$ cat src/rtl/axil_crossbar_addr_ot_if.sv
// Address-channel bundle for axil_crossbar_addr_ot.
// Carries the slave address handshake, the master address/write/read command
// handshakes, the response-completion pulse and the outstanding count.
// Optional member m_decerr_count exists only with AXIL_CROSSBAR_ADDR_DECERR_CNT_EN.
interface axil_crossbar_addr_ot_if #(
  parameter int ADDR_WIDTH = 32,
  parameter int M_COUNT    = 4,
  parameter int CNT_WIDTH  = 3
);
  localparam int SEL_W = (M_COUNT > 1) ? $clog2(M_COUNT) : 1;

  logic [ADDR_WIDTH-1:0] s_axil_aaddr;
  logic [2:0]            s_axil_aprot;
  logic                  s_axil_avalid;
  logic                  s_axil_aready;

  logic [SEL_W-1:0]      m_select;
  logic                  m_axil_avalid;
  logic                  m_axil_aready;

  logic [SEL_W-1:0]      m_wc_select;
  logic                  m_wc_decerr;
  logic                  m_wc_valid;
  logic                  m_wc_ready;

  logic [SEL_W-1:0]      m_rc_select;
  logic                  m_rc_decerr;
  logic                  m_rc_valid;
  logic                  m_rc_ready;

  logic                  m_rc_done;
  logic [CNT_WIDTH-1:0]  m_outstanding;

`ifdef AXIL_CROSSBAR_ADDR_DECERR_CNT_EN
  logic [15:0]           m_decerr_count;

  modport slave (
    input  s_axil_aaddr, s_axil_aprot, s_axil_avalid,
    output s_axil_aready,
    output m_select, m_axil_avalid, input m_axil_aready,
    output m_wc_select, m_wc_decerr, m_wc_valid, input m_wc_ready,
    output m_rc_select, m_rc_decerr, m_rc_valid, input m_rc_ready,
    input  m_rc_done, output m_outstanding,
    output m_decerr_count
  );

  modport master (
    output s_axil_aaddr, s_axil_aprot, s_axil_avalid,
    input  s_axil_aready,
    input  m_select, m_axil_avalid, output m_axil_aready,
    input  m_wc_select, m_wc_decerr, m_wc_valid, output m_wc_ready,
    input  m_rc_select, m_rc_decerr, m_rc_valid, output m_rc_ready,
    output m_rc_done, input m_outstanding,
    input  m_decerr_count
  );
`else
  modport slave (
    input  s_axil_aaddr, s_axil_aprot, s_axil_avalid,
    output s_axil_aready,
    output m_select, m_axil_avalid, input m_axil_aready,
    output m_wc_select, m_wc_decerr, m_wc_valid, input m_wc_ready,
    output m_rc_select, m_rc_decerr, m_rc_valid, input m_rc_ready,
    input  m_rc_done, output m_outstanding
  );

  modport master (
    output s_axil_aaddr, s_axil_aprot, s_axil_avalid,
    input  s_axil_aready,
    input  m_select, m_axil_avalid, output m_axil_aready,
    input  m_wc_select, m_wc_decerr, m_wc_valid, output m_wc_ready,
    input  m_rc_select, m_rc_decerr, m_rc_valid, output m_rc_ready,
    output m_rc_done, input m_outstanding
  );
`endif
endinterface

$ cat src/rtl/axil_crossbar_addr_ot.sv
// AXI-lite crossbar address decoder with outstanding-transaction limiting.
// Decodes an incoming address to a master port, then admits it only when no
// transactions are in flight, or when it targets the same route as those in
// flight and the outstanding limit is not reached. Non-admissible addresses
// wait in STALL until responses drain.
// Optional feature macro: AXIL_CROSSBAR_ADDR_DECERR_CNT_EN adds a saturating
// 16-bit count of admitted decode-error transactions (m_decerr_count).
module axil_crossbar_addr_ot #(
  parameter int S               = 0,
  parameter int S_COUNT         = 4,
  parameter int M_COUNT         = 4,
  parameter int ADDR_WIDTH      = 32,
  parameter int M_REGIONS       = 1,
  parameter logic [M_COUNT*M_REGIONS*ADDR_WIDTH-1:0] M_BASE_ADDR = '0,
  parameter logic [M_COUNT*M_REGIONS*32-1:0] M_ADDR_WIDTH = {M_COUNT{{M_REGIONS{32'd24}}}},
  parameter logic [M_COUNT*S_COUNT-1:0] M_CONNECT = {M_COUNT{{S_COUNT{1'b1}}}},
  parameter logic [M_COUNT-1:0] M_SECURE = {M_COUNT{1'b0}},
  parameter bit   WC_OUTPUT       = 1'b0,
  parameter int   MAX_OUTSTANDING = 4,
  parameter int   CNT_WIDTH       = $clog2(MAX_OUTSTANDING+1)
) (
  input logic clk,
  input logic rst,
  axil_crossbar_addr_ot_if.slave bus
);

  localparam int SEL_W = (M_COUNT > 1) ? $clog2(M_COUNT) : 1;
  localparam logic [CNT_WIDTH-1:0] MAX_OT = CNT_WIDTH'(MAX_OUTSTANDING);

  // A zero base-address vector means regions are packed back to back, each
  // aligned to its own size, in index order.
  function automatic logic [M_COUNT*M_REGIONS*ADDR_WIDTH-1:0] calc_base_addrs();
    logic [M_COUNT*M_REGIONS*ADDR_WIDTH-1:0] addrs;
    logic [ADDR_WIDTH-1:0] base;
    logic [ADDR_WIDTH-1:0] mask;
    int w;
    addrs = '0;
    base  = '0;
    for (int i = 0; i < M_COUNT*M_REGIONS; i++) begin
      w    = int'(M_ADDR_WIDTH[i*32 +: 32]);
      mask = {ADDR_WIDTH{1'b1}} >> (ADDR_WIDTH - w);
      if (w > 0) begin
        if ((base & mask) != '0) begin
          base = base + mask + ADDR_WIDTH'(1) - (base & mask);
        end else begin
          base = base;
        end
        addrs[i*ADDR_WIDTH +: ADDR_WIDTH] = base;
        base = base + mask + ADDR_WIDTH'(1);
      end else begin
        base = base;
      end
    end
    return addrs;
  endfunction

  localparam logic [M_COUNT*M_REGIONS*ADDR_WIDTH-1:0] BASE_INT =
    (M_BASE_ADDR != '0) ? M_BASE_ADDR : calc_base_addrs();

  // One region hit: enabled, connected to this slave, secure-allowed, prefix equal.
  function automatic logic region_match(input int i, input int j,
                                        input logic [ADDR_WIDTH-1:0] addr,
                                        input logic nonsec);
    int idx;
    int w;
    logic [ADDR_WIDTH-1:0] base;
    idx  = i*M_REGIONS + j;
    w    = int'(M_ADDR_WIDTH[idx*32 +: 32]);
    base = BASE_INT[idx*ADDR_WIDTH +: ADDR_WIDTH];
    return (w != 0) && M_CONNECT[S + i*S_COUNT] && (!M_SECURE[i] || !nonsec) &&
           ((addr >> w) == (base >> w));
  endfunction

  // A new route may join the in-flight ones only if it is identical to them.
  function automatic logic admissible(input logic [CNT_WIDTH-1:0] cnt,
                                      input logic [SEL_W-1:0] sel, input logic dec,
                                      input logic [SEL_W-1:0] cur_sel, input logic cur_dec);
    return (cnt == '0) || ((cnt < MAX_OT) && (sel == cur_sel) && (dec == cur_dec));
  endfunction

  typedef enum logic [1:0] {IDLE = 2'd0, STALL = 2'd1, DECODE = 2'd2} state_t;

  state_t               state_r, state_s;
  logic [SEL_W-1:0]     match_select_s;
  logic                 match_decerr_s;
  logic [SEL_W-1:0]     select_r, select_s, cur_select_r, cur_select_s;
  logic                 decerr_r, decerr_s, cur_decerr_r, cur_decerr_s;
  logic                 aready_r, aready_s;
  logic                 avalid_r, avalid_s, wc_valid_r, wc_valid_s, rc_valid_r, rc_valid_s;
  logic [CNT_WIDTH-1:0] count_r, count_s;
  logic                 admit_s, dec_cnt_s;

  // Address decode; the last (highest) matching master index wins.
  always_comb begin
    match_select_s = '0;
    match_decerr_s = 1'b1;
    for (int i = 0; i < M_COUNT; i++) begin
      for (int j = 0; j < M_REGIONS; j++) begin
        if (region_match(i, j, bus.s_axil_aaddr, bus.s_axil_aprot[1])) begin
          match_select_s = SEL_W'(i);
          match_decerr_s = 1'b0;
        end else begin
          match_select_s = match_select_s;
        end
      end
    end
  end

  // Next state, handshake valids, route latching and outstanding count.
  always_comb begin
    state_s      = state_r;
    select_s     = select_r;
    decerr_s     = decerr_r;
    cur_select_s = cur_select_r;
    cur_decerr_s = cur_decerr_r;
    avalid_s     = avalid_r   && !bus.m_axil_aready;
    wc_valid_s   = wc_valid_r && !bus.m_wc_ready;
    rc_valid_s   = rc_valid_r && !bus.m_rc_ready;
    aready_s     = 1'b0;
    admit_s      = 1'b0;
    case (state_r)
      IDLE: begin
        if (bus.s_axil_avalid && !aready_r) begin
          select_s = match_select_s;
          decerr_s = match_decerr_s;
          if (admissible(count_r, match_select_s, match_decerr_s, cur_select_r, cur_decerr_r)) begin
            admit_s = 1'b1;
            state_s = DECODE;
          end else begin
            state_s = STALL;
          end
        end else begin
          state_s = IDLE;
        end
      end
      STALL: begin
        if (admissible(count_r, select_r, decerr_r, cur_select_r, cur_decerr_r)) begin
          admit_s = 1'b1;
          state_s = DECODE;
        end else begin
          state_s = STALL;
        end
      end
      DECODE: begin
        if (!avalid_r && !wc_valid_r && !rc_valid_r) begin
          aready_s = 1'b1;
          state_s  = IDLE;
        end else begin
          state_s  = DECODE;
        end
      end
      default: begin
        state_s = IDLE;
      end
    endcase
    if (admit_s) begin
      avalid_s     = !decerr_s;
      wc_valid_s   = WC_OUTPUT;
      rc_valid_s   = 1'b1;
      cur_select_s = select_s;
      cur_decerr_s = decerr_s;
    end else begin
      cur_select_s = cur_select_s;
    end
    // A completion with nothing outstanding is spurious and dropped.
    dec_cnt_s = bus.m_rc_done && (count_r != '0);
    if (aready_s && !dec_cnt_s) begin
      count_s = count_r + CNT_WIDTH'(1);
    end else if (!aready_s && dec_cnt_s) begin
      count_s = count_r - CNT_WIDTH'(1);
    end else begin
      count_s = count_r;
    end
  end

  // Control state, valids, current route and outstanding count.
  always_ff @(posedge clk or posedge rst) begin
    if (rst) begin
      state_r      <= IDLE;
      aready_r     <= 1'b0;
      avalid_r     <= 1'b0;
      wc_valid_r   <= 1'b0;
      rc_valid_r   <= 1'b0;
      cur_select_r <= '0;
      cur_decerr_r <= 1'b0;
      count_r      <= '0;
    end else begin
      state_r      <= state_s;
      aready_r     <= aready_s;
      avalid_r     <= avalid_s;
      wc_valid_r   <= wc_valid_s;
      rc_valid_r   <= rc_valid_s;
      cur_select_r <= cur_select_s;
      cur_decerr_r <= cur_decerr_s;
      count_r      <= count_s;
    end
  end

  // Decode of the pending address; only read after being written in IDLE.
  always_ff @(posedge clk) begin
    select_r <= select_s;
    decerr_r <= decerr_s;
  end

`ifdef AXIL_CROSSBAR_ADDR_DECERR_CNT_EN
  logic [15:0] decerr_count_r;

  // Saturating count of admitted decode-error transactions.
  always_ff @(posedge clk or posedge rst) begin
    if (rst) begin
      decerr_count_r <= 16'd0;
    end else if (admit_s && decerr_s && (decerr_count_r != 16'hFFFF)) begin
      decerr_count_r <= decerr_count_r + 16'd1;
    end else begin
      decerr_count_r <= decerr_count_r;
    end
  end

  assign bus.m_decerr_count = decerr_count_r;
`endif

  assign bus.s_axil_aready = aready_r;
  assign bus.m_select      = cur_select_r;
  assign bus.m_axil_avalid = avalid_r;
  assign bus.m_wc_select   = cur_select_r;
  assign bus.m_wc_decerr   = cur_decerr_r;
  assign bus.m_wc_valid    = wc_valid_r;
  assign bus.m_rc_select   = cur_select_r;
  assign bus.m_rc_decerr   = cur_decerr_r;
  assign bus.m_rc_valid    = rc_valid_r;
  assign bus.m_outstanding = count_r;

endmodule

$ cat src/flat_wrapper.sv
// flat-port wrapper written by rule: the top's interface ports become plain ports
module axil_crossbar_addr_ot_flat 
#(
  parameter int S               = 0,
  parameter int S_COUNT         = 4,
  parameter int M_COUNT         = 4,
  parameter int ADDR_WIDTH      = 32,
  parameter int M_REGIONS       = 1,
  parameter logic [M_COUNT*M_REGIONS*ADDR_WIDTH-1:0] M_BASE_ADDR = '0,
  parameter logic [M_COUNT*M_REGIONS*32-1:0] M_ADDR_WIDTH = {M_COUNT{{M_REGIONS{32'd24}}}},
  parameter logic [M_COUNT*S_COUNT-1:0] M_CONNECT = {M_COUNT{{S_COUNT{1'b1}}}},
  parameter logic [M_COUNT-1:0] M_SECURE = {M_COUNT{1'b0}},
  parameter bit   WC_OUTPUT       = 1'b0,
  parameter int   MAX_OUTSTANDING = 4,
  parameter int   CNT_WIDTH       = $clog2(MAX_OUTSTANDING+1)
)
  (clk, rst, bus_s_axil_aaddr, bus_s_axil_aprot, bus_s_axil_avalid, bus_s_axil_aready, bus_m_select, bus_m_axil_avalid, bus_m_axil_aready, bus_m_wc_select, bus_m_wc_decerr, bus_m_wc_valid, bus_m_wc_ready, bus_m_rc_select, bus_m_rc_decerr, bus_m_rc_valid, bus_m_rc_ready, bus_m_rc_done, bus_m_outstanding);
  axil_crossbar_addr_ot_if #(.ADDR_WIDTH(ADDR_WIDTH), .M_COUNT(M_COUNT), .CNT_WIDTH(CNT_WIDTH)) bus_i ();
  input logic clk;
  input logic rst;
  input wire logic [$bits(bus_i.s_axil_aaddr)-1:0] bus_s_axil_aaddr;
  input wire logic [$bits(bus_i.s_axil_aprot)-1:0] bus_s_axil_aprot;
  input wire logic [$bits(bus_i.s_axil_avalid)-1:0] bus_s_axil_avalid;
  output wire logic [$bits(bus_i.s_axil_aready)-1:0] bus_s_axil_aready;
  output wire logic [$bits(bus_i.m_select)-1:0] bus_m_select;
  output wire logic [$bits(bus_i.m_axil_avalid)-1:0] bus_m_axil_avalid;
  input wire logic [$bits(bus_i.m_axil_aready)-1:0] bus_m_axil_aready;
  output wire logic [$bits(bus_i.m_wc_select)-1:0] bus_m_wc_select;
  output wire logic [$bits(bus_i.m_wc_decerr)-1:0] bus_m_wc_decerr;
  output wire logic [$bits(bus_i.m_wc_valid)-1:0] bus_m_wc_valid;
  input wire logic [$bits(bus_i.m_wc_ready)-1:0] bus_m_wc_ready;
  output wire logic [$bits(bus_i.m_rc_select)-1:0] bus_m_rc_select;
  output wire logic [$bits(bus_i.m_rc_decerr)-1:0] bus_m_rc_decerr;
  output wire logic [$bits(bus_i.m_rc_valid)-1:0] bus_m_rc_valid;
  input wire logic [$bits(bus_i.m_rc_ready)-1:0] bus_m_rc_ready;
  input wire logic [$bits(bus_i.m_rc_done)-1:0] bus_m_rc_done;
  output wire logic [$bits(bus_i.m_outstanding)-1:0] bus_m_outstanding;
  assign bus_i.s_axil_aaddr = bus_s_axil_aaddr;
  assign bus_i.s_axil_aprot = bus_s_axil_aprot;
  assign bus_i.s_axil_avalid = bus_s_axil_avalid;
  assign bus_s_axil_aready = bus_i.s_axil_aready;
  assign bus_m_select = bus_i.m_select;
  assign bus_m_axil_avalid = bus_i.m_axil_avalid;
  assign bus_i.m_axil_aready = bus_m_axil_aready;
  assign bus_m_wc_select = bus_i.m_wc_select;
  assign bus_m_wc_decerr = bus_i.m_wc_decerr;
  assign bus_m_wc_valid = bus_i.m_wc_valid;
  assign bus_i.m_wc_ready = bus_m_wc_ready;
  assign bus_m_rc_select = bus_i.m_rc_select;
  assign bus_m_rc_decerr = bus_i.m_rc_decerr;
  assign bus_m_rc_valid = bus_i.m_rc_valid;
  assign bus_i.m_rc_ready = bus_m_rc_ready;
  assign bus_i.m_rc_done = bus_m_rc_done;
  assign bus_m_outstanding = bus_i.m_outstanding;
  axil_crossbar_addr_ot #(.S(S), .S_COUNT(S_COUNT), .M_COUNT(M_COUNT), .ADDR_WIDTH(ADDR_WIDTH), .M_REGIONS(M_REGIONS), .M_BASE_ADDR(M_BASE_ADDR), .M_ADDR_WIDTH(M_ADDR_WIDTH), .M_CONNECT(M_CONNECT), .M_SECURE(M_SECURE), .WC_OUTPUT(WC_OUTPUT), .MAX_OUTSTANDING(MAX_OUTSTANDING), .CNT_WIDTH(CNT_WIDTH)) u_core (.clk(clk), .rst(rst), .bus(bus_i));
endmodule
$ cat config.mk
export PLATFORM = sky130hd
export DESIGN_NAME = axil_crossbar_addr_ot_flat
export DESIGN_NICKNAME = d
export VERILOG_FILES = /design/src/rtl/axil_crossbar_addr_ot_if.sv /design/src/rtl/axil_crossbar_addr_ot.sv /design/src/flat_wrapper.sv
export SDC_FILE = /design/constraint.sdc
export NUM_CORES = 1
export LEC_CHECK = 0
export CORE_MARGIN = 10
export CORE_UTILIZATION = 38
export CTS_CLUSTER_SIZE = 24
export DETAILED_ROUTE_END_ITERATION = 8
export PLACE_DENSITY = 0.89
export SYNTH_ARGS = -nofsm -noshare
export SYNTH_HDL_FRONTEND = slang
export SYNTH_SLANG_ARGS = --single-unit
$ cat constraint.sdc
create_clock -name clk -period 3.6 [get_ports clk]
set_clock_uncertainty 0.15 [all_clocks]
set_input_delay 0.72 -clock clk [delete_from_list [all_inputs] [get_ports clk]]
set_output_delay 0.72 -clock clk [all_outputs]
set_load 0.01 [all_outputs]
# After elaboration in Yosys (flattened, before gate mapping)
# Cells that the tools add are included.
[totals] register_bits=15 output_inout_bits=15 word_cells=79
[classes] add_sub_neg=2 order_cmp=1 eq_ne=9 muxes=27 reduce_logical=30
[ops] operator="32-bit logical NOT" count=1
[ops] operator="8-bit by 2-bit == test with 1-bit output (second input constant)" count=2
[ops] operator="2-bit two-way mux" count=8
[ops] operator="1-bit two-way mux" count=15
[ops] operator="1-bit logical AND" count=13
[ops] operator="1-bit logical NOT" count=10
[ops] operator="8-bit by 1-bit == test with 1-bit output (second input constant)" count=1
[ops] operator="3-bit two-way mux" count=2
[ops] operator="2-bit one-hot mux with 3 select lines" count=1
[ops] operator="2-bit == test" count=2
[ops] operator="3-bit by 1-bit adder with 3-bit output (second input constant)" count=1
[ops] operator="3-bit logical NOT" count=1
[ops] operator="3-bit less-than comparator (second input constant)" count=1
[ops] operator="3-bit nonzero test" count=1
[ops] operator="3-bit by 1-bit subtractor with 3-bit output (second input constant)" count=1
[ops] operator="1-bit == test" count=2
[ops] operator="2-bit by 1-bit == test with 1-bit output (second input constant)" count=1
[ops] operator="2-bit == test (second input constant)" count=1
[ops] operator="2-bit logical NOT" count=1
[ops] operator="1-bit logical OR" count=2
[ops] operator="1-bit one-hot mux with 2 select lines" count=1
[ops] operator="2-bit nonzero test" count=1

# Depth between registers and ports, before layout
# Gate-level depths: netlist (run 1).
[depth] word_depth=12 depth_mapped=8

# Least setup slack after synthesis (run 1)
# No wires, ideal clock.
[synth_path] path_type="register to register" start="register u_core.wc_valid_r, in the netlist u_core.bus.m_wc_valid" end="register u_core.count_r[2], in the netlist u_core.bus.m_outstanding[2]" setup_ns=0.079 t_arrival_ns=2.021 setup_slack_ns=1.349 stages_incl_launch_ff=9 n_path_buf=0 period_less_slack_ns=2.251 path_cell_list="dfrtp_1 or3_1 nor3b_1 ha_1 inv_1 fa_1 xor2_1 nor2_1 xor2_1"
[synth_via] elab_chain_cells=8 word_cells_on_any_way=10 cone_classes="mux (3); reduce/logical (7)"
[synth_lines] element="start, declared" line="axil_crossbar_addr_ot.sv:89" rtl="logic avalid_r, avalid_s, wc_valid_r, wc_valid_s, rc_valid_r, rc_valid_s;"
[synth_lines] element="start signal, assigned" line="axil_crossbar_addr_ot.sv:191" rtl="wc_valid_r <= wc_valid_s;"
[synth_lines] element="1-bit logical NOT *" line="axil_crossbar_addr_ot.sv:145" rtl="if (!avalid_r && !wc_valid_r && !rc_valid_r) begin"
[synth_lines] element="1-bit logical AND * (2 in a row)" line="axil_crossbar_addr_ot.sv:145"
[synth_lines] element="1-bit two-way mux *" line="axil_crossbar_addr_ot.sv:145"
[synth_lines] element="1-bit two-way mux *" line="axil_crossbar_addr_ot.sv:121" rtl="case (state_r)"
[synth_lines] element="via u_core.aready_s" line="axil_crossbar_addr_ot.sv:88" rtl="logic aready_r, aready_s;"
[synth_lines] element="1-bit logical NOT" line="axil_crossbar_addr_ot.sv:169" rtl="end else if (!aready_s && dec_cnt_s) begin"
[synth_lines] element="1-bit logical AND" line="axil_crossbar_addr_ot.sv:169"
[synth_lines] element="2-bit nonzero test (no source line)"
[synth_lines] element="end signal, assigned" line="axil_crossbar_addr_ot.sv:195" rtl="count_r <= count_s;"
[synth_lines] element="end, declared" line="axil_crossbar_addr_ot.sv:90" rtl="logic [CNT_WIDTH-1:0] count_r, count_s;"
# Mark *: on every way through the listed nets, which the timed path passes. The rest lies on a longest branch.
# A chain may end at the register's enable or synchronous reset.

# Final worst setup path (run 1)
# Same ends and word-level chain as after synthesis.

==> results_dict.tcl, run 1 <==
set metrics [dict create \
    status "complete, no violations" \
    drive_gt1_frac 0.0909 \
    cts_tree "yes" \
    setup_viol 0 \
    wl_mm 2.05 \
    ant_nets 0 \
    chipWidth_microns 67.3 \
    p_per_area_mw_per_mm2 612 \
    antenna_cells 0 \
    globalplace.congestion 0.868 \
    htreeDepth 1 \
    slew_viol_final 0 \
    area_growth_pct 37.0 \
    hold_viol_final 0 \
    rsz0062_at_grt "no" \
    cp-end-kind "register" \
    syn_area_per_cell_sq_um 10.4 \
    final_cell_mix "29 x clkdlybuf4s50_1, 12 x dfrtp_1, 7 x nand2_1, 7 x xor2_1, 6 x nor2_1" \
    post_drt_wl_per_cell_microns 14.8 \
    cp_slowest_cell "dfrtp_1" \
    die_area_sq_mm 0.00453 \
    fmax_mhz 411 \
    p_leak_uw 0.000503 \
    layout.area.seq_sq_um 360 \
    fin_crit_ns 2.43 \
    dpl.hpwl_mm 1.69 \
    netlist_area_sq_um 850 \
    fp-row-count 17 \
    grt_pass1_vias 724 \
    cts_max_path_buffers 2 \
    synthCells 82 \
    clk_pin_slew_ns 0.09 \
    crit_path_frequent_cell "xor2_1" \
    first_pass_iters 4 \
    post-cts-setup-buffers 0 \
    cp_cell_sequence "or3_1 -> nor3b_1 -> ha_1 -> inv_1 -> fa_1 -> xor2_1 -> nor2_1 -> xor2_1" \
    vias 734 \
    start_util 0.392 \
    core_sq_mm 0.00217 \
    cts_sinks 15 \
    slowest_delay_ns 0.40 \
    hp-class "reg -> reg" \
    p_total_uw 712 \
    cts.repair.resized 0 \
    yosysSeqAreaShare 0.424 \
    worst_setup_path_start_kind "register" \
    crit_buf_inv 1 \
    relSlewSlack 0.696 \
    grt_usage 0.0941 \
    clockRootBuffer "clkbuf_4" \
    vdd_drop_max_mv 0.240 \
    crit_fanout 3 \
    synth_cell_types 33 \
    yosys_warnings 0 \
    drc_errors 0 \
    fillers 202 \
    cp.required_ns 3.66 \
    fin_util 0.536 \
    crit_family "simple AND/OR/NAND/NOR gates" \
    critical_path_class "reg -> reg" \
    io_buffer_count 29 \
    num_io_pins 57 \
    grt_max_degree 13 \
    cts_buffers 3 \
    tightest_slew_ns 0.456 \
    fin_nets 155 \
    antenna_found_initial 0 \
    ctsHoldBuffers 0 \
    synth_fp_nets 126 \
    viasPerCell 5.32 \
    fin_crit_sh 0.676 \
    drt_iter0_drc 45 \
    final_common_cell "clkdlybuf4s50_1" \
    ys_ff_latch 15 \
    fin_tns_setup_ns 0 \
    holdWs_ns 0.350 \
    multiInputGateArea_sq_um 437 \
    insertion_delay_ns 0.28 \
    cp.arrival_ns 2.49 \
    grt_pass1_wl_mm 3.27 \
    die_h_microns 67.3 \
    maxCapViolCount 0 \
    grt.overflow.total 0 \
]
## sequential cells by signal, indices dropped and copies added (netlist names)
name and flops:
u_core.bus.s_axil_aready 1, u_core.bus.m_rc_decerr 1, u_core.select_r 2, u_core.bus.m_outstanding 3, u_core.state_r 2, u_core.bus.m_rc_select 2, u_core.bus.m_axil_avalid 1, u_core.decerr_r 1
u_core.bus.m_rc_valid 1, u_core.bus.m_wc_valid 1
## path summary, 6_finish.rpt
path | from | end | slack [ns] | cells after the start
worst max-delay path | u_core.bus.m_wc_valid$_DFF_PP0_ | u_core.bus.m_outstanding[2]$_DFFE_PP0P_ | 1.17 | 8
worst min-delay path | u_core.select_r[1]$_DFF_P_ | u_core.select_r[1]$_DFF_P_ | 0.35 | 2
worst max register to register | u_core.bus.m_wc_valid$_DFF_PP0_ | u_core.bus.m_outstanding[2]$_DFFE_PP0P_ | 1.17 | 8
worst min register to register | u_core.select_r[1]$_DFF_P_ | u_core.select_r[1]$_DFF_P_ | 0.35 | 2
max in group asynchronous | rst | u_core.state_r[0]$_DFF_PP0_ | 2.40 | 2
min in group asynchronous | rst | u_core.bus.s_axil_aready$_DFF_PP0_ | 0.59 | 2
## layout make-up
type	instances	area share
Sequential cell	15	0.310
Timing Repair Buffer	29	0.249
Multi-Input combinational cell	58	0.375
Clock buffer	4	0.0226
Inverter	4	0.0129
Tap cell	28	0.0301
## synthesized netlist by cell type
cell | n | area share
ha_1 | 1 | 0.015
mux2i_1 | 1 | 0.012
nand2_1 | 7 | 0.031
or4b_2 | 1 | 0.012
a211o_1 | 1 | 0.010
nor2_1 | 6 | 0.027
nand2b_1 | 2 | 0.015
xnor2_1 | 1 | 0.010
inv_1 | 4 | 0.018
nor3b_1 | 1 | 0.0088
nor4b_4 | 1 | 0.028
nor2b_1 | 1 | 0.0074
buf_4 | 5 | 0.044
mux2_2 | 2 | 0.027
a21oi_2 | 1 | 0.010
a21oi_1 | 1 | 0.0059
a2bb2oi_1 | 1 | 0.010
nor4_1 | 3 | 0.022
a221oi_1 | 1 | 0.010
fa_1 | 1 | 0.024
or3_1 | 2 | 0.015
o21ai_0 | 4 | 0.024
xor2_1 | 7 | 0.072
and3b_1 | 1 | 0.010
dfxtp_1 | 3 | 0.071
dfrtp_1 | 12 | 0.35
and2_1 | 2 | 0.015
a221o_1 | 2 | 0.024
o21ai_4 | 1 | 0.019
a22oi_1 | 1 | 0.0088
or4_4 | 1 | 0.013
nor3_1 | 2 | 0.012
o21a_1 | 2 | 0.018
## tightest hold or removal path: stages, from the launching register on
cell     delay, ns
dfxtp_1       0.34
nand2_1       0.05
o21ai_0       0.07
## routing by layer
layer  vias up  GRT usage  wire [microns]
met5         -          0               0
met4         0     0.0692              76
met3        11     0.0298             148
met2        29      0.159            1120
met1       352     0.0965             700
li1        342          -               -
## logic make-up after synthesis
logic type,share of synthesized area
AO/OA/AOI/OAI,0.140
adder cells (fa/ha/maj),0.0383
buffers and inverters,0.0619
multiplexers,0.0383
XOR/XNOR,0.0825
flip-flops,0.424
AND/OR/NAND/NOR,0.215
## stage by stage
step	std cells	setup slack, ns	cell area, sq um
6_report	138	1.17	1160
5_1_grt	138	1.01	1160
4_1_cts	138	1.14	1160
3_5_place_dp	134	0.889	1140
3_3_place_gp	134	0.916	1140
2_1_floorplan	82	1.35	850
## power breakdown
part	internal, uW	leakage, uW	switching [uW]
clock	43.0	0.0000150	53.1
combinational	183	0.000312	159
sequential	210	0.000176	63.0
total	437	0.000503	275
Power figures use the tool's default switching activity.
==> run 2: changes to the inputs <==
--- a/config.mk
+++ b/config.mk
@@ -6,10 +6,10 @@
 export NUM_CORES = 1
 export LEC_CHECK = 0
 export CORE_MARGIN = 10
-export CORE_UTILIZATION = 38
+export CORE_UTILIZATION = 31
 export CTS_CLUSTER_SIZE = 24
 export DETAILED_ROUTE_END_ITERATION = 8
-export PLACE_DENSITY = 0.89
+export PLACE_DENSITY = 0.78
 export SYNTH_ARGS = -nofsm -noshare
 export SYNTH_HDL_FRONTEND = slang
 export SYNTH_SLANG_ARGS = --single-unit
==> constraint.sdc (replaced) <==
create_clock -name clk -period 2.14 [get_ports clk]
set_clock_uncertainty 0.15 [all_clocks]
set_input_delay 0.428 -clock clk [delete_from_list [all_inputs] [get_ports clk]]
set_output_delay 0.428 -clock clk [all_outputs]
set_load 0.01 [all_outputs]
==> results_dict.tcl, run 2 (synthesis results as in run 1) <==
set metrics [dict create \
    status "complete, but fails checks" \
    violations "negative setup slack" \
    grt_max_degree 13 \
    dpl_worst_slack_ns -0.197 \
    first_pass_iters 4 \
    start_util 0.334 \
    cts_buffers 3 \
    multiInputGateArea_sq_um 469 \
    p_leak_uw 0.000610 \
    setup_viol 2 \
    antenna_cells 0 \
    die_area_sq_mm 0.00523 \
    cp_slowest_cell "or3_4" \
    place_inst 154 \
    relSlewSlack 0.691 \
    fmax_mhz 445 \
    crit_family "simple AND/OR/NAND/NOR gates" \
    largest_reg_flops 3 \
    cp.required_ns 2.20 \
    fin_util 0.530 \
    worst_setup_path_start_kind "register" \
    critical_path_class "reg -> reg" \
    slew_viol_final 0 \
    p_per_area_mw_per_mm2 1050 \
    antenna_found_initial 0 \
    htreeDepth 1 \
    cts_tree "yes" \
    globalplace.congestion 0.905 \
    cts_max_path_buffers 2 \
    post_drt_wl_per_cell_microns 14.2 \
    crit_path_frequent_cell "xor2_1" \
    die_h_microns 72.4 \
    ctsHoldBuffers 0 \
    grt.overflow.total 0 \
    wl_mm 2.27 \
    ant_nets 0 \
    fp-row-count 18 \
    final_cell_mix "29 x clkdlybuf4s50_1, 20 x buf_4, 12 x dfrtp_1" \
    fin_crit_sh 1.05 \
    chipWidth_microns 72.4 \
    vias 764 \
    rsz0062_at_grt "yes" \
    viasPerCell 4.78 \
    hp-class "in -> async" \
    crit_fanout 2 \
    fin_nets 175 \
    grt_usage 0.0896 \
    cp_cell_sequence "or3_4 -> nor3b_4 -> ha_2 -> inv_2 -> fa_2 -> xor2_1 -> nor2_1 -> xor2_1" \
    setup_slack_ns -0.109 \
    insertion_delay_ns 0.28 \
    vdd_drop_max_mv 0.542 \
    grt_pass1_vias 800 \
    instances_no_fill 160 \
    core_sq_mm 0.00254 \
    grt_pass1_wl_mm 3.71 \
    drt_iter0_drc 43 \
    maxCapViolCount 0 \
    dpl.hpwl_mm 1.89 \
    area_growth_pct 58.8 \
    drive_gt1_frac 0.269 \
    cp.arrival_ns 2.31 \
    final_common_cell "clkdlybuf4s50_1" \
    fin_crit_ns 2.25 \
    crit_buf_inv 1 \
    hold_viol_final 0 \
    p_total_uw 1420 \
    clk_pin_slew_ns 0.09 \
    fillers 227 \
    layout.area.seq_sq_um 360 \
    clockRootBuffer "clkbuf_4" \
    io_buffer_count 29 \
    cp-end-kind "register" \
    drc_errors 0 \
    num_io_pins 57 \
    tightest_slew_ns 0.463 \
    slowest_delay_ns 0.41 \
    cts_sinks 15 \
]
[run 2: stage by stage]
stage | setup TNS [ns] | cell area [sq um] | hold WS (ns)
detailed placement | -1.28 | 1290 | 0.328
CTS | -0.209 | 1330 | 0.304
global placement | -0.989 | 1290 | 0.317
finish | -0.194 | 1350 | 0.298
floorplan | -0.0750 | 865 | 0.143
global route | -0.303 | 1350 | 0.320
[run 2: path summary, 6_finish.rpt]
kind | from | endpoint | slack [ns] | depth (start not counted)
setup / recovery | u_core.bus.m_rc_valid$_DFF_PP0_ | u_core.bus.m_outstanding[2]$_DFFE_PP0P_ | -0.11 | 8
setup reg to reg | u_core.bus.m_rc_valid$_DFF_PP0_ | u_core.bus.m_outstanding[2]$_DFFE_PP0P_ | -0.11 | 8
hold / removal | rst | u_core.bus.m_wc_valid$_DFF_PP0_ | 0.30 | 2
hold reg to reg | u_core.select_r[1]$_DFF_P_ | u_core.select_r[1]$_DFF_P_ | 0.35 | 2
max in group asynchronous | rst | u_core.bus.m_rc_decerr$_DFFE_PP0P_ | 1.23 | 2
min in group clk | u_core.select_r[1]$_DFF_P_ | u_core.select_r[1]$_DFF_P_ | 0.35 | 2
[run 2: area by class of cell]
class                      instances  area share
sequential                        15       0.267
clock buffer                       4      0.0195
inverter                           4      0.0111
multi-input combinational         58       0.348
timing repair buffer              49       0.327
tap                               30      0.0278
[run 2: power by group]
part	internal (uW)	leakage, uW	switching (uW)
Combinational	477	0.000419	356
Sequential	354	0.000176	69.5
Clock	72.3	0.0000150	89.7
Total	903	0.000610	515
[run 2: what timing repair did]
action                                  in CTS  in global routing
resized for setup                            2                  1
pin swaps                                    5                  0
endpoints found under the setup margin       2                  3
setup buffers                                1                  1
[run 2: metal layers]
| metal | wire length (microns) | vias up | share of wire | global-route usage |
|---|---|---|---|---|
| met1 | 838 | 360 | 0.37 | 0.0870 |
| met2 | 1270 | 18 | 0.56 | 0.162 |
| met3 | 133 | 2 | 0.059 | 0.0286 |
| met4 | 32 | 0 | 0.014 | 0.0516 |
| met5 | 0 | - | 0 | 0 |
| li1 | - | 384 | - | - |
==> run 3: changes to the inputs <==
--- a/config.mk
+++ b/config.mk
@@ -9,6 +9,7 @@
 export CORE_UTILIZATION = 31
 export CTS_CLUSTER_SIZE = 24
 export DETAILED_ROUTE_END_ITERATION = 8
+export GPL_TIMING_DRIVEN = 0
 export PLACE_DENSITY = 0.78
 export SYNTH_ARGS = -nofsm -noshare
 export SYNTH_HDL_FRONTEND = slang
==> results_dict.tcl, run 3 (synthesis results as in run 1) <==
set metrics [dict create \
    start_util 0.334 \
    insertion_delay_ns 0.28 \
    htreeDepth 1 \
    clk_pin_slew_ns 0.09 \
    clockRootBuffer "clkbuf_4" \
    worst_setup_path_start_kind "register" \
    fillers 250 \
    drt_iter0_drc 10 \
    setup_slack_ns -0.0593 \
    cp.arrival_ns 2.21 \
    maxCapViolCount 0 \
    fp-row-count 18 \
    drc_errors 0 \
    area_growth_pct 49.2 \
    grt_pass1_wl_mm 3.63 \
    chipWidth_microns 72.4 \
    hold_viol_final 0 \
    final_common_cell "clkdlybuf4s50_1" \
    ant_nets 0 \
    cp_slowest_cell "or3_4" \
    dr_wl_met3_microns 89 \
    antenna_cells 0 \
    p_leak_uw 0.000558 \
    cts_max_path_buffers 2 \
    place_inst 141 \
    wl_mm 2.18 \
    highest_layer "met4" \
    fin_crit_ns 2.20 \
    tightest_slew_ns 0.453 \
    p_per_area_mw_per_mm2 1020 \
    final_cell_mix "29 x clkdlybuf4s50_1, 11 x dfrtp_1, 10 x buf_4" \
    cp-end-kind "register" \
    dpl_cell_area_sq_mm 0.00119 \
    fin_crit_sh 1.03 \
    p_total_uw 1300 \
    setup_viol 4 \
    instances_no_fill 150 \
    fmax_mhz 455 \
    violations "negative setup slack" \
    crit_fanout 2 \
    core_sq_mm 0.00254 \
    antenna_found_initial 0 \
    rsz0062_at_grt "yes" \
    grt_max_degree 13 \
    cts_sinks 15 \
    io_buffer_count 29 \
    globalplace.congestion 0.860 \
    post_drt_wl_per_cell_microns 14.5 \
    cp_cell_sequence "or3_4 -> nor3b_4 -> ha_2 -> inv_2 -> fa_2 -> mux2_4" \
    vias 711 \
    largest_reg_flops 3 \
    slowest_delay_ns 0.41 \
    drive_gt1_frac 0.217 \
    hp-class "in -> async" \
    grt.overflow.total 0 \
    relSlewSlack 0.698 \
    die_area_sq_mm 0.00523 \
    cts_buffers 3 \
    ctsHoldBuffers 0 \
    cts_tree "yes" \
    grt_pass1_vias 744 \
    vdd_drop_max_mv 0.572 \
    fin_nets 165 \
    first_pass_iters 4 \
    critical_path_class "reg -> reg" \
    fin_area_sq_mm 0.00127 \
    cp.required_ns 2.15 \
    viasPerCell 4.74 \
    slew_viol_final 0 \
    die_h_microns 72.4 \
    wl_met2_mm 1.17 \
    fin_tns_setup_ns -0.137 \
    status "complete, but fails checks" \
    num_io_pins 57 \
    dpl.hpwl_mm 1.84 \
    drt-met1-wl_microns 889 \
    grt_usage 0.0838 \
    dpl_worst_slack_ns -0.312 \
]
run 3: power breakdown:
part           internal [uW]  leakage [uW]  total, uW  switching [uW]
clock network           72.2     0.0000150        159            87.0
logic                    387      0.000369        675             288
registers                354      0.000174        462             108
run 3: worst paths after layout:
path / startpoint / slack [ns] / endpoint / cells past startpoint
min in group clk: u_core.select_r[1]$_DFF_P_ / 0.36 / u_core.select_r[1]$_DFF_P_ / 2
setup reg to reg: u_core.bus.m_axil_avalid$_DFF_PP0_ / -0.06 / u_core.bus.m_outstanding[1]$_DFFE_PP0P_ / 6
setup / recovery: u_core.bus.m_axil_avalid$_DFF_PP0_ / -0.06 / u_core.bus.m_outstanding[1]$_DFFE_PP0P_ / 6
max in group asynchronous: rst / 1.21 / u_core.bus.m_rc_select[0]$_DFFE_PP0P_ / 2
hold / removal: rst / 0.30 / u_core.bus.m_rc_decerr$_DFFE_PP0P_ / 2
hold reg to reg: u_core.select_r[1]$_DFF_P_ / 0.36 / u_core.select_r[1]$_DFF_P_ / 2
run 3: what timing repair did:
action | CTS | global route
gates resized for setup | 1 | 2
setup endpoints to repair | 4 | 5
pin swaps | 4 | 0
gates cloned | 0 | 0
buffers inserted | 4 | 1
run 3: area by class of cell:
class	count	area (sq um)	share of cell area
Sequential cell	15	362	0.285
Inverter	4	15.0	0.0118
Clock buffer	4	26.3	0.0207
Tap cell	30	37.5	0.0296
Buffer	5	37.5	0.0296
Multi-Input combinational cell	58	462	0.364
Timing Repair Buffer	34	328	0.259
run 3: metal layers:
layer  global-route usage  vias up
met5                    0        -
met4               0.0323        0
met3               0.0177        2
met2                0.151       13
met1               0.0933      334
li1                     -      362
run 3: per-stage QoR:
stage | util | hold WS (ns)
3_3_place_gp | 0.469 | 0.329
3_5_place_dp | 0.469 | 0.345
6_report | 0.498 | 0.296
4_1_cts | 0.493 | 0.308
5_1_grt | 0.498 | 0.349
2_1_floorplan | - | 0.143
run 3: worst max-delay path: cells and delay by family (launching register included):
kind / cells / cell delay, ns
muxes: 1 / 0.28
adders and majority gates: 2 / 0.63
buffers and inverters: 1 / 0.04
DFF: 1 / 0.39
and+or+nand+nor: 2 / 0.62
